## src/rtl/fm_ctrl_pkg.sv

```systemverilog
// Shared types and widths for the FM sweep controller.
package fm_ctrl_pkg;
  localparam int WORD_W      = 32;
  localparam int DWELL_W_DEF = 16;

  typedef enum logic [1:0] {
    ST_IDLE,
    ST_ARMED,
    ST_SWEEP,
    ST_FINISH
  } state_t;
endpackage

```

## src/rtl/fm_step_sat.sv

```systemverilog
// Combinational next-word generator: cur +/- step, clamped to stop, never wrapping.
module fm_step_sat
  import fm_ctrl_pkg::*;
(
  input  logic [WORD_W-1:0] cur,
  input  logic [WORD_W-1:0] step,
  input  logic [WORD_W-1:0] stop,
  input  logic              dir,
  output logic [WORD_W-1:0] next
);

  // dir=1 sweeps downward; the extra bit catches carry/borrow out of 32 bits
  function automatic logic [WORD_W-1:0] sat_step(input logic [WORD_W-1:0] c,
                                                 input logic [WORD_W-1:0] s,
                                                 input logic [WORD_W-1:0] p,
                                                 input logic              d);
    logic [WORD_W:0] ext;
    logic [WORD_W-1:0] res;
    if (!d) begin
      ext = {1'b0, c} + {1'b0, s};
      res = (ext[WORD_W] || (ext[WORD_W-1:0] > p)) ? p : ext[WORD_W-1:0];
    end else begin
      ext = {1'b0, c} - {1'b0, s};
      res = (ext[WORD_W] || (ext[WORD_W-1:0] < p)) ? p : ext[WORD_W-1:0];
    end
    return res;
  endfunction

  assign next = sat_step(cur, step, stop, dir);

endmodule

```

## src/rtl/fm_sweep_ctrl.sv

```systemverilog
// Frequency sweep sequencer driving the FM modulator center word and deviation.
module fm_sweep_ctrl
  import fm_ctrl_pkg::*;
#(
  parameter int DWELL_W = DWELL_W_DEF
) (
  input  logic               clk,
  input  logic               rst,
  input  logic               cfg_valid,
  output logic               cfg_ready,
  input  logic [WORD_W-1:0]  start_word,
  input  logic [WORD_W-1:0]  stop_word,
  input  logic [WORD_W-1:0]  step_word,
  input  logic [DWELL_W-1:0] dwell,
  input  logic               mode,
  input  logic [4:0]         dev_in,
  input  logic               go,
  input  logic               abort,
  output logic [WORD_W-1:0]  ctr_ctrl,
  output logic [4:0]         deviation,
  output logic               busy,
  output logic               done
);

  state_t             state;
  logic [WORD_W-1:0]  start_q;
  logic [WORD_W-1:0]  stop_q;
  logic [WORD_W-1:0]  step_q;
  logic [DWELL_W-1:0] dwell_q;
  logic               mode_q;
  logic [4:0]         dev_q;
  logic               dir_q;
  logic [DWELL_W-1:0] cnt;
  logic [WORD_W-1:0]  next_word;

  fm_step_sat u_step_sat (
    .cur  (ctr_ctrl),
    .step (step_q),
    .stop (stop_q),
    .dir  (dir_q),
    .next (next_word)
  );

  always_ff @(posedge clk) begin
    if (rst) begin
      state     <= ST_IDLE;
      cfg_ready <= 1'b1;
      busy      <= 1'b0;
      done      <= 1'b0;
      ctr_ctrl  <= '0;
      deviation <= '0;
      cnt       <= '0;
      start_q   <= '0;
      stop_q    <= '0;
      step_q    <= '0;
      dwell_q   <= '0;
      mode_q    <= 1'b0;
      dev_q     <= '0;
      dir_q     <= 1'b0;
    end else begin
      case (state)
        ST_IDLE: begin
          if (cfg_valid) begin
            start_q   <= start_word;
            stop_q    <= stop_word;
            step_q    <= (step_word == '0) ? WORD_W'(1) : step_word;
            dwell_q   <= dwell;
            mode_q    <= mode;
            dev_q     <= dev_in;
            dir_q     <= (start_word > stop_word);
            cfg_ready <= 1'b0;
            state     <= ST_ARMED;
          end
        end
        ST_ARMED: begin
          if (abort) begin
            cfg_ready <= 1'b1;
            state     <= ST_IDLE;
          end else if (go) begin
            ctr_ctrl  <= start_q;
            deviation <= dev_q;
            cnt       <= dwell_q;
            busy      <= 1'b1;
            state     <= ST_SWEEP;
          end
        end
        ST_SWEEP: begin
          if (abort) begin
            busy      <= 1'b0;
            cfg_ready <= 1'b1;
            state     <= ST_IDLE;
          end else if (cnt != '0) begin
            cnt <= cnt - DWELL_W'(1);
          end else if (ctr_ctrl == stop_q) begin
            if (mode_q) begin
              // continuous mode wraps straight back to start with no idle cycle
              ctr_ctrl <= start_q;
              cnt      <= dwell_q;
            end else begin
              busy  <= 1'b0;
              done  <= 1'b1;
              state <= ST_FINISH;
            end
          end else begin
            ctr_ctrl <= next_word;
            cnt      <= dwell_q;
          end
        end
        ST_FINISH: begin
          done      <= 1'b0;
          cfg_ready <= 1'b1;
          state     <= ST_IDLE;
        end
        default: begin
          state     <= ST_IDLE;
          cfg_ready <= 1'b1;
          busy      <= 1'b0;
          done      <= 1'b0;
        end
      endcase
    end
  end

endmodule

```

## config.mk

```make
export PLATFORM = sky130hd
export DESIGN_NAME = fm_sweep_ctrl
export DESIGN_NICKNAME = d
export VERILOG_FILES = /design/src/rtl/fm_ctrl_pkg.sv /design/src/rtl/fm_step_sat.sv /design/src/rtl/fm_sweep_ctrl.sv
export SDC_FILE = /design/constraint.sdc
export NUM_CORES = 1
export LEC_CHECK = 0
export ABC_CLOCK_PERIOD_IN_PS = 8100
export BUFFER_PORTS_ARGS = -buffer_cell sky130_fd_sc_hd__buf_2
export CAP_MARGIN = 40
export CORE_MARGIN = 2
export CORE_UTILIZATION = 33
export DETAILED_ROUTE_END_ITERATION = 10
export SLEW_MARGIN = 20
export SYNTH_ARGS = -nofsm -noshare
export SYNTH_HDL_FRONTEND = slang
export SYNTH_SLANG_ARGS = --single-unit
```

## constraint.sdc

```tcl
create_clock -name clk -period 8.1 [get_ports clk]
set_clock_uncertainty 0.05 [all_clocks]
set_input_delay 2.43 -clock clk [delete_from_list [all_inputs] [get_ports clk]]
set_output_delay 2.43 -clock clk [all_outputs]
set_load 0.005 [all_outputs]
```

==> results of run 1 <==
-- cells by family (layout without fill, tap and decap cells) --
family | Yosys count | count (layout) | synth area share (%)
AOI/OAI and AO/OA | 590 | 590 | 26.76
xor gates and xnor gates | 84 | 84 | 5.116
adders and majority gates | 168 | 168 | 14.72
buffers and inverters | 250 | 356 | 7.091
DFF | 177 | 177 | 24.64
muxes | 11 | 11 | 0.8353
other | 0 | 3 | 0
and+or+nand+nor | 652 | 652 | 20.84
-- Yosys cell counts (21+ instances only) --
cell / instances / area share [%]
dfxtp_1: 177 / 25
nor2_1: 125 / 3.3
a21o_1: 25 / 1.3
clkbuf_1: 65 / 1.7
nor2b_1: 21 / 0.91
nand2_1: 313 / 8.2
a21oi_1: 268 / 9.3
nor4_1: 21 / 0.91
nand3_1: 26 / 0.90
ha_1: 166 / 14
a211oi_1: 24 / 1.3
inv_1: 133 / 3.5
o21ai_0: 72 / 2.5
xnor2_1: 82 / 5.0
nor3_1: 26 / 0.90
o211ai_1: 23 / 1.2
nand4_1: 35 / 1.5
-- per-layer routing --
layer  up-vias  track usage (%)  part of all wire (%)
met5         -                0                 0.063
met4         6            9.670                   3.7
met3        88            4.030                   6.5
met2       506            32.97                    42
met1      6728            31.77                    48
li1       7035                -                     -
-- state kept, by name (all words and copies together), names as in the netlist --
| signal | flops |
|---|---|
| ctr_ctrl | 32 |
| start_q | 32 |
| step_q | 32 |
| stop_q | 32 |
| cnt | 16 |
| dwell_q | 16 |
| dev_q | 5 |
| deviation | 5 |
| state | 2 |
| busy | 1 |
| cfg_ready | 1 |
| dir_q | 1 |
| done | 1 |
| mode_q | 1 |
-- metrics by stage --
| stage | setup slack, ns | area, µm² | power (mW) |
|---|---|---|---|
| floorplan | 3.197 | 14380 | 1.906 |
| global placement | 1.667 | 15560 | 2.260 |
| detailed placement | 1.623 | 15640 | 2.272 |
| CTS | 1.592 | 16260 | 3.160 |
| global route | 1.296 | 16280 | 3.360 |
| finish | 1.591 | 16280 | 3.156 |
-- critical path: cells and delay by family, from the launching register on --
family          cells  cell delay (ns)
flops               1             0.39
simple gates        6             1.26
buf+inv             3             0.65
fa+ha+maj           3             0.91
compound gates     10             2.92
xor+xnor            1             0.22
-- report_power, final --
part           internal, mW  total [mW]  switching (mW)  leakage, nW
Sequential            0.931       0.992          0.0617         1.45
Combinational         0.460        1.29           0.828         5.21
Clock                 0.445       0.876           0.431        0.296
Total                  1.84        3.16            1.32         6.95
-- worst min-delay path by stage --
stage                     slack (ns)  cells past startpoint                       end                      from
after global placement          0.39                      2   start_q[9]$_SDFFE_PP0P_   start_q[9]$_SDFFE_PP0P_
after detailed placement        0.39                      2  start_q[20]$_SDFFE_PP0P_  start_q[20]$_SDFFE_PP0P_
after global routing            0.42                      2  start_q[20]$_SDFFE_PP0P_  start_q[20]$_SDFFE_PP0P_
after CTS                       0.40                      2  start_q[20]$_SDFFE_PP0P_  start_q[20]$_SDFFE_PP0P_
after floorplan                 0.38                      2  start_q[10]$_SDFFE_PP0P_  start_q[10]$_SDFFE_PP0P_
final                           0.40                      2  start_q[20]$_SDFFE_PP0P_  start_q[20]$_SDFFE_PP0P_
-- area by class of cell --
cell class / count / area [µm²]
Clock buffer: 17 / 425.4
Multi-Input combinational cell: 1505 / 9843
Inverter: 145 / 544.3
Sequential cell: 177 / 3543
Fill cell: 4565 / 26800
Timing Repair Buffer: 179 / 993.5
Tap cell: 585 / 732.0
Antenna cell: 3 / 7.507
Clock inverter: 15 / 191.4
==> impl_metrics.toml, run 1 <==
[detailed_routing]
vias = 14363
viasPerCell = 5.470
drt_wl_total_um = 50500
drtIter0Drc = 907
drcViolationCount = 0
dr.pass1.iters = 7
ant_nets = 0
wire_per_inst_um = 19.23

[critical_path]
critPathArrivalTime_ns = 6.82
path_cells = "inv_1 > ha_1 > inv_1 > fa_1 > a21o_1 > a311o_1 > nand3_1 > a31oi_2 > o2111ai_1 > nand2_1 > xnor2_1 > ha_1 > nand4_1 > nor3_1 > nand4_1 > a211oi_1 > o21ai_1 > a32oi_4 > buf_4 > nand2_1 > o21ai_1 > o221ai_1 > o32ai_1"
max_stage_delay_ns = 0.51
timing.rr.end = "ctr_ctrl[31]$_SDFFE_PP0P_"
r2r-start = "ctr_ctrl[0]$_SDFFE_PP0P_"
reg2reg_slack_ns = 1.59
cp_data_required_time_ns = 8.41
crit_path_max_fanout = 39
end_kind = "register"
crit_type = "register to register"
worstSetupStartpoint = "ctr_ctrl[0]$_SDFFE_PP0P_"
rr_worst_depth = 23
cp_slowest_cell = "a32oi_4"
crit_end = "ctr_ctrl[31]$_SDFFE_PP0P_"
cp-start-kind = "register"

[clocking]
cts-root-buf = "clkbuf_16"
h-tree-depth = 4
cts_max_path_buffers = 2
cts_tree = "done"
post_cts_resized = 0
clk_pin_slew_ns = 0.08
numClockSinks = 177
cts_buffers = 17
insertion_delay_ns = 0.46
postCtsHoldBufs = 0
post_cts_buffers = 0

[finish]
finalNonFillerCells = 2626
drive_gt1_share_pct = 13.15
final_common_cell = "nand2_1"
areaGrowthSynthToFinish_pct = 13.22
post-route-util_pct = 37.79
final_nets = 2316
final_cell_mix = "nand2_1, a21oi_1, dfxtp_1"

[sta]
rsz0062_at_grt = "false"
setup-tns-final_ns = 0
fmax_mhz = 153.6
timing.slew.headroom_pct = 45.49
timing.final.hold_violations = 0
whs_ns = 0.4021
finalCritPeriodShare_pct = 80.35
maxSlewViolCount = 0
tightest_slew_ns = 0.8177
setup_viol = 0
period_minus_slack_ns = 6.509

[power]
power_leakage_nw = 6.952
ir_worst_vdd_uv = 147.1
power.density_nw_per_um2 = 193.9

[die]
core_um2 = 43080
io_pins = 163
die_h_um = 212.8
die_w_um = 212.8
placementRows = 76
start_util_pct = 33.38
die_area_um2 = 45260

[placed_design]
placed_cells = 2589
hpwl_um = 39760
numPortBuffers = 162
gp_congestion = 0.9557

[synthesis]
synthesis.nets = 2223
synth-seq-cells = 177
synth_cell_types = 91
postSynthAreaPerCell_um2 = 7.443
synth-seq-area-share_pct = 24.64
yosys_warnings = 0
synthFlopType = "dfxtp_1"
syn_inst = 1932
synth_edf_count = 0
ys_async_sr_fraction_pct = 0
synthesis.area_um2 = 14380

[hold_path]
hold_class = "register to register"

[flow_run]
cap_violations = 0

[global_routing]
grtUsageTotal_pct = 22.38
grt_pass1_wl_um = 77740
grt.overflow.total = 0
antenna_found_initial = 6
grt_max_degree = 72
grt_pass1_vias = 13520

[outcome]
status = "finished, final reports clean"
Power figures use the tool's default switching activity.
==> inputs of run 2 (changes only) <==
- ABC_AREA: unset -> 1
- ABC_CLOCK_PERIOD_IN_PS: 8100 -> 5400
- clock period: 8.1 -> 5.4 ns (I/O delays scaled with it)
==> run 2 against run 1 <==
- register-to-register slack got worse by 0.82 ns
- combinational power grew to 6.1 times the previous value
- highest routed layer unchanged
- fmax grew 41%
- largest cell class unchanged
==> impl_metrics.toml, run 2 <==
[outcome]
status = "finished, final reports clean"

[die]
die_h_um = 228.0
placementRows = 82
start_util_pct = 33.20
core_um2 = 49860
die_area_um2 = 51970
die_w_um = 228.0
io_pins = 163

[synthesis]
syn_inst = 2805
yosysTopAreaCell = "dfxtp_1"
ys_async_sr_fraction_pct = 0
postSynthAreaPerCell_um2 = 5.902
synth_edf_count = 0
synthesis.area_um2 = 16550
synth_commonest_cells = "nand2_1, inv_1, nor2_1, nand3_1, dfxtp_1"
yosysTopAreaCellShare_pct = 21.40
synth.area.top_cells = "dfxtp_1, nand2_1, ha_1"
synth_most_common_cell = "nand2_1"
synthFlopType = "dfxtp_1"
synth_cell_types = 47
synth-seq-area-share_pct = 21.40
yosys_warnings = 0
synthesis.nets = 3096
synth-seq-cells = 177

[placed_design]
hpwl_um = 47330
gp_congestion = 0.9885
numPortBuffers = 162
post_dp_cell_area_um2 = 17950
place_ws_ns = 0.9040

[critical_path]
crit_buf_inv = 2
path_cells = "ha_1 > nor2_1 > nand2_1 > nor3_1 > nand3_1 > nand3_1 > nand2_1 > nand2_1 > inv_1 > ha_1 > a21oi_1 > nor2_1 > nor2_1 > nand3_1 > a21oi_1 > nand2_1 > nand2_1 > nand2_4 > buf_12 > nand2_1 > nand3_1 > nand3_1 > nand2_1 > a21oi_1"
cp-start-kind = "register"
cp_common_cell = "nand2_1"
crit_type = "register to register"
cp_data_required_time_ns = 5.78
max_stage_delay_ns = 0.53
end_kind = "register"
cp_slowest_cell = "dfxtp_1"
critPathArrivalTime_ns = 5.01
crit_path_max_fanout = 22
crit_family = "simple AND/OR/NAND/NOR gates"

[global_routing]
grt.overflow.total = 0
grt_max_degree = 67
grtUsageTotal_pct = 22.58
grt_pass1_vias = 16291
grt_pass1_wl_um = 91140
antenna_found_initial = 5

[clocking]
clk_pin_slew_ns = 0.07
numClockSinks = 177
cts_buffers = 17
postCtsHoldBufs = 0
cts-root-buf = "clkbuf_16"
cts_tree = "done"
post_cts_resized = 0
h-tree-depth = 4
insertion_delay_ns = 0.52
cts_max_path_buffers = 2
post_cts_buffers = 0

[finish]
final_area_um2 = 18550
final_common_cell = "nand2_1"
drive_gt1_share_pct = 10.41
final_cell_mix = "nand2_1, inv_1, nor2_1"
areaGrowthSynthToFinish_pct = 12.07
final_nets = 3198

[sta]
setup-tns-final_ns = 0
timing.slew.headroom_pct = 46.70
fin_ws_ns = 0.7744
tightest_slew_ns = 0.7922
period_minus_slack_ns = 4.626
setup_viol = 0
maxSlewViolCount = 0
fmax_mhz = 216.2
rsz0062_at_grt = "false"
finalCritPeriodShare_pct = 85.66
timing.final.hold_violations = 0

[hold_path]
hold_class = "register to register"

[detailed_routing]
wire_per_inst_um = 16.46
drcViolationCount = 0
ant_nets = 0
dr.pass1.iters = 6
vias = 17541
drtIter0Drc = 1467
drt_wl_total_um = 59190
viasPerCell = 4.878

[flow_run]
cap_violations = 0

[power]
finalPower_mw = 11.11
power.density_nw_per_um2 = 599.0
ir_worst_vdd_uv = 352.7
power_leakage_nw = 9.819
run 2: cell types whose count changed in the layout (fill, tap and decap cells not counted), sizes merged, moves of 61 or more:
cell	delta
nand2	+455
inv	+324
nor2	+236
nand3	+204
a21oi	-99
xnor2	-61
run 2: path summary, 6_finish.rpt:
kind / from / to / slack (ns) / cells after the start
hold / removal: deviation[4]$_SDFFE_PP0P_ / deviation[4]$_SDFFE_PP0P_ / 0.40 / 2
setup reg to reg: ctr_ctrl[19]$_SDFFE_PP0P_ / ctr_ctrl[20]$_SDFFE_PP0P_ / 0.77 / 24
hold reg to reg: deviation[4]$_SDFFE_PP0P_ / deviation[4]$_SDFFE_PP0P_ / 0.40 / 2
setup / recovery: ctr_ctrl[19]$_SDFFE_PP0P_ / ctr_ctrl[20]$_SDFFE_PP0P_ / 0.77 / 24
run 2: layout make-up:
cell class                 count  area [µm²]
clock inverter                15       171.4
tap                          672       840.8
inverter                     472        1772
multi-input combinational   2040       10660
sequential                   177        3543
fill                        5620       31310
antenna                        4       10.01
timing repair buffer         199        1134
clock buffer                  17       425.4
run 2: per-stage QoR:
| step | util [%] | hold WS, ns | instances |
|---|---|---|---|
| 2_1_floorplan | - | 0.3797 | 2805 |
| 3_3_place_gp | 35.90 | 0.3912 | 3558 |
| 3_5_place_dp | 35.99 | 0.3900 | 3560 |
| 4_1_cts | 37.19 | 0.4023 | 3592 |
| 5_1_grt | 37.20 | 0.4169 | 3595 |
| 6_report | 37.21 | 0.4001 | 3596 |
run 2: cell families after synthesis:
| kind of cell | after synthesis | synth area share (%) |
|---|---|---|
| adders and majority gates | 168 | 12.79 |
| buffers and inverters | 588 | 14.31 |
| xor gates and xnor gates | 57 | 3.016 |
| DFF | 177 | 21.40 |
| and+or+nand+nor | 1461 | 36.90 |
| AOI/OAI and AO/OA | 354 | 11.58 |
run 2: where the power goes:
part	switching [mW]	internal (mW)
combinational	5.31	2.54
sequential	0.269	1.66
clock	0.672	0.658
total	6.26	4.86
run 2: per-layer routing:
| metal | wire (µm) | up-vias | global-route usage, % |
|---|---|---|---|
| met5 | 13 | - | 0 |
| met4 | 1745 | 2 | 8.313 |
| met3 | 4476 | 94 | 4.313 |
| met2 | 24940 | 603 | 34.40 |
| met1 | 28020 | 7830 | 31.53 |
| li1 | - | 9012 | - |
run 2: worst min-delay path, delay by kind of cell, from the launching register on:
family	cells	cell delay, ns
compound gates	1	0.05
buf+inv	1	0.04
flops	1	0.31
==> inputs of run 3 (changes only) <==
- ABC_CLOCK_PERIOD_IN_PS: 5400 -> 5800
- SYNTH_HIERARCHICAL: unset -> 1
- clock period: 5.4 -> 5.8 ns (I/O delays scaled with it)
==> run 3 against run 2 <==
- fmax decreased by 4.0%
- critical endpoint unchanged
- via count up 3.0%
- synthesized cell count is 5.0% higher
- clock power is 11% lower
- flip-flop and latch count unchanged
- count of clock-buffer cells in the layout increased by 1
- routed wire length is 3.2% higher
- total power increased by 9.9%
- final cell count increased by 3.8%
- global-route usage grew 0.38 points
- die area increased by 2.7%
- critical path depth up 5
==> impl_metrics.toml, run 3 <==
[sta]
maxSlewViolCount = 0
setup_viol = 0
timing.slew.headroom_pct = 47.11
finalCritPeriodShare_pct = 83.07
setup-tns-final_ns = 0
fmax_mhz = 207.6
rsz0062_at_grt = "false"
timing.final.hold_violations = 0
tightest_slew_ns = 0.7904
period_minus_slack_ns = 4.818

[clocking]
clk_pin_slew_ns = 0.08
post_cts_resized = 0
cts_max_path_buffers = 2
h-tree-depth = 4
cts_tree = "done"
postCtsHoldBufs = 0
insertion_delay_ns = 0.50
cts_buffers = 17
post_cts_buffers = 0
cts-root-buf = "clkbuf_16"
numClockSinks = 177

[detailed_routing]
drcViolationCount = 0
drtIter0Drc = 1439
dr.pass1.iters = 5
ant_nets = 0
vias = 18070
viasPerCell = 4.839
wire_per_inst_um = 16.35
drt_wl_total_um = 61070

[critical_path]
r2r-start = "step_q[12]$_SDFFE_PP0P_"
cp_common_cell = "nand2_1"
cp-start-kind = "register"
cp_slowest_cell = "nor3_1"
crit_type = "register to register"
worstSetupStartpoint = "step_q[12]$_SDFFE_PP0P_"
crit_path_max_fanout = 32
crit_buf_inv = 4
end_kind = "register"
critPathArrivalTime_ns = 5.21
cp_data_required_time_ns = 6.19
max_stage_delay_ns = 0.48
cp.depth = 29
crit_family = "simple AND/OR/NAND/NOR gates"
rr_worst_depth = 29

[hold_path]
hold_path_depth = 2
hold_start = "deviation[1]$_SDFFE_PP0P_"
hold_class = "register to register"

[synthesis]
synth-seq-area-share_pct = 20.83
ys_async_sr_fraction_pct = 0
synth.area.top_cells = "dfxtp_1, nand2_1, ha_1"
synthFlopType = "dfxtp_1"
synth_commonest_cells = "nand2_1, inv_1, nor2_1, nand3_1, a21oi_1"
synthesis.nets = 3237
synth_most_common_cell = "nand2_1"
synth_cell_types = 39
synthesis.area_um2 = 17010
yosysTopAreaCellShare_pct = 20.83
synth_edf_count = 0
yosysTopAreaCell = "dfxtp_1"
syn_inst = 2946
synth-seq-cells = 177
yosys_warnings = 6
postSynthAreaPerCell_um2 = 5.775

[global_routing]
grt_max_degree = 85
grt_pass1_vias = 16832
grt.overflow.total = 0
antenna_found_initial = 3
grt_pass1_wl_um = 94490
grtUsageTotal_pct = 22.97

[finish]
nFillCells = 5807
final_area_um2 = 18970
drive_gt1_share_pct = 9.567
multi_input_area_um2 = 10860
seqCellArea_um2 = 3543
final_nets = 3330
final_common_cell = "nand2_1"
areaGrowthSynthToFinish_pct = 11.50
final_cell_mix = "nand2_1, inv_1, nor2_1"

[placed_design]
hpwl_um = 49170
gp_congestion = 0.9595
numPortBuffers = 162
post_dp_cell_area_um2 = 18350

[die]
die_h_um = 231.1
die_area_um2 = 53390
core_um2 = 51090
start_util_pct = 33.30
placementRows = 83
io_pins = 163
die_w_um = 231.1

[power]
power.density_nw_per_um2 = 643.6
finalPower_mw = 12.21
power_leakage_nw = 10.70
ir_worst_vdd_uv = 532.5

[outcome]
status = "finished, final reports clean"

[flow_run]
cap_violations = 0
run 3: cell types whose count changed after synthesis, moves of 5 or more:
cell / delta
nand2_1: +112
inv_1: +62
nor2_1: -47
o21ai_0: +39
a211oi_1: -31
nand3_1: +22
a21oi_1: +16
nor4_1: -14
o21ai_1: -8
xnor2_1: +7
or2_2: -6
and2_1: -5
run 3: layer usage:
layer	share of wire, %	vias to the layer above	GRT usage [%]
met2	43	525	35.50
li1	-	9334	-
met4	2.6	2	7.379
met5	0.018	-	0
met1	48	8131	32.46
met3	6.3	78	3.642
run 3: layout make-up:
class,instances,area share [%]
multi-input combinational,2118,57.25
sequential,177,18.68
inverter,529,10.49
timing repair buffer,196,5.910
tap,680,4.485
clock buffer,18,2.315
clock inverter,14,0.8442
antenna,2,0.02638
run 3: cell families after synthesis:
group / synth area share [%]
XOR/XNOR: 3.140
flip-flops: 20.83
AND/OR/NAND/NOR: 37.01
buffers and inverters: 15.38
AO/OA/AOI/OAI: 11.19
adder cells (fa/ha/maj): 12.44
run 3: worst paths after layout:
kind	end	slack (ns)
max	ctr_ctrl[20]$_SDFFE_PP0P_	0.98
min	deviation[1]$_SDFFE_PP0P_	0.40
max reg2reg	ctr_ctrl[20]$_SDFFE_PP0P_	0.98
min reg2reg	deviation[1]$_SDFFE_PP0P_	0.40
run 3: where the power goes:
group	switching, mW	internal, mW
combinational	6.13	2.97
clock	0.607	0.587
sequential	0.357	1.56
total	7.09	5.12
run 3: per-stage QoR:
stage / hold slack [ns] / setup slack (ns) / std cells / util [%]
2_1_floorplan: 0.3737 / 2.251 / 2946 / -
3_3_place_gp: 0.3863 / 1.106 / 3697 / 35.84
3_5_place_dp: 0.3874 / 1.112 / 3699 / 35.91
4_1_cts: 0.3992 / 1.098 / 3731 / 37.08
5_1_grt: 0.4164 / 0.6523 / 3733 / 37.12
6_report: 0.3971 / 0.9822 / 3734 / 37.13
run 3: tightest hold or removal path, delay by kind of cell (launching register included):
kind,cells,cell delay [ns]
buffers and inverters,1,0.04
AOI/OAI and AO/OA,1,0.05
DFF,1,0.31
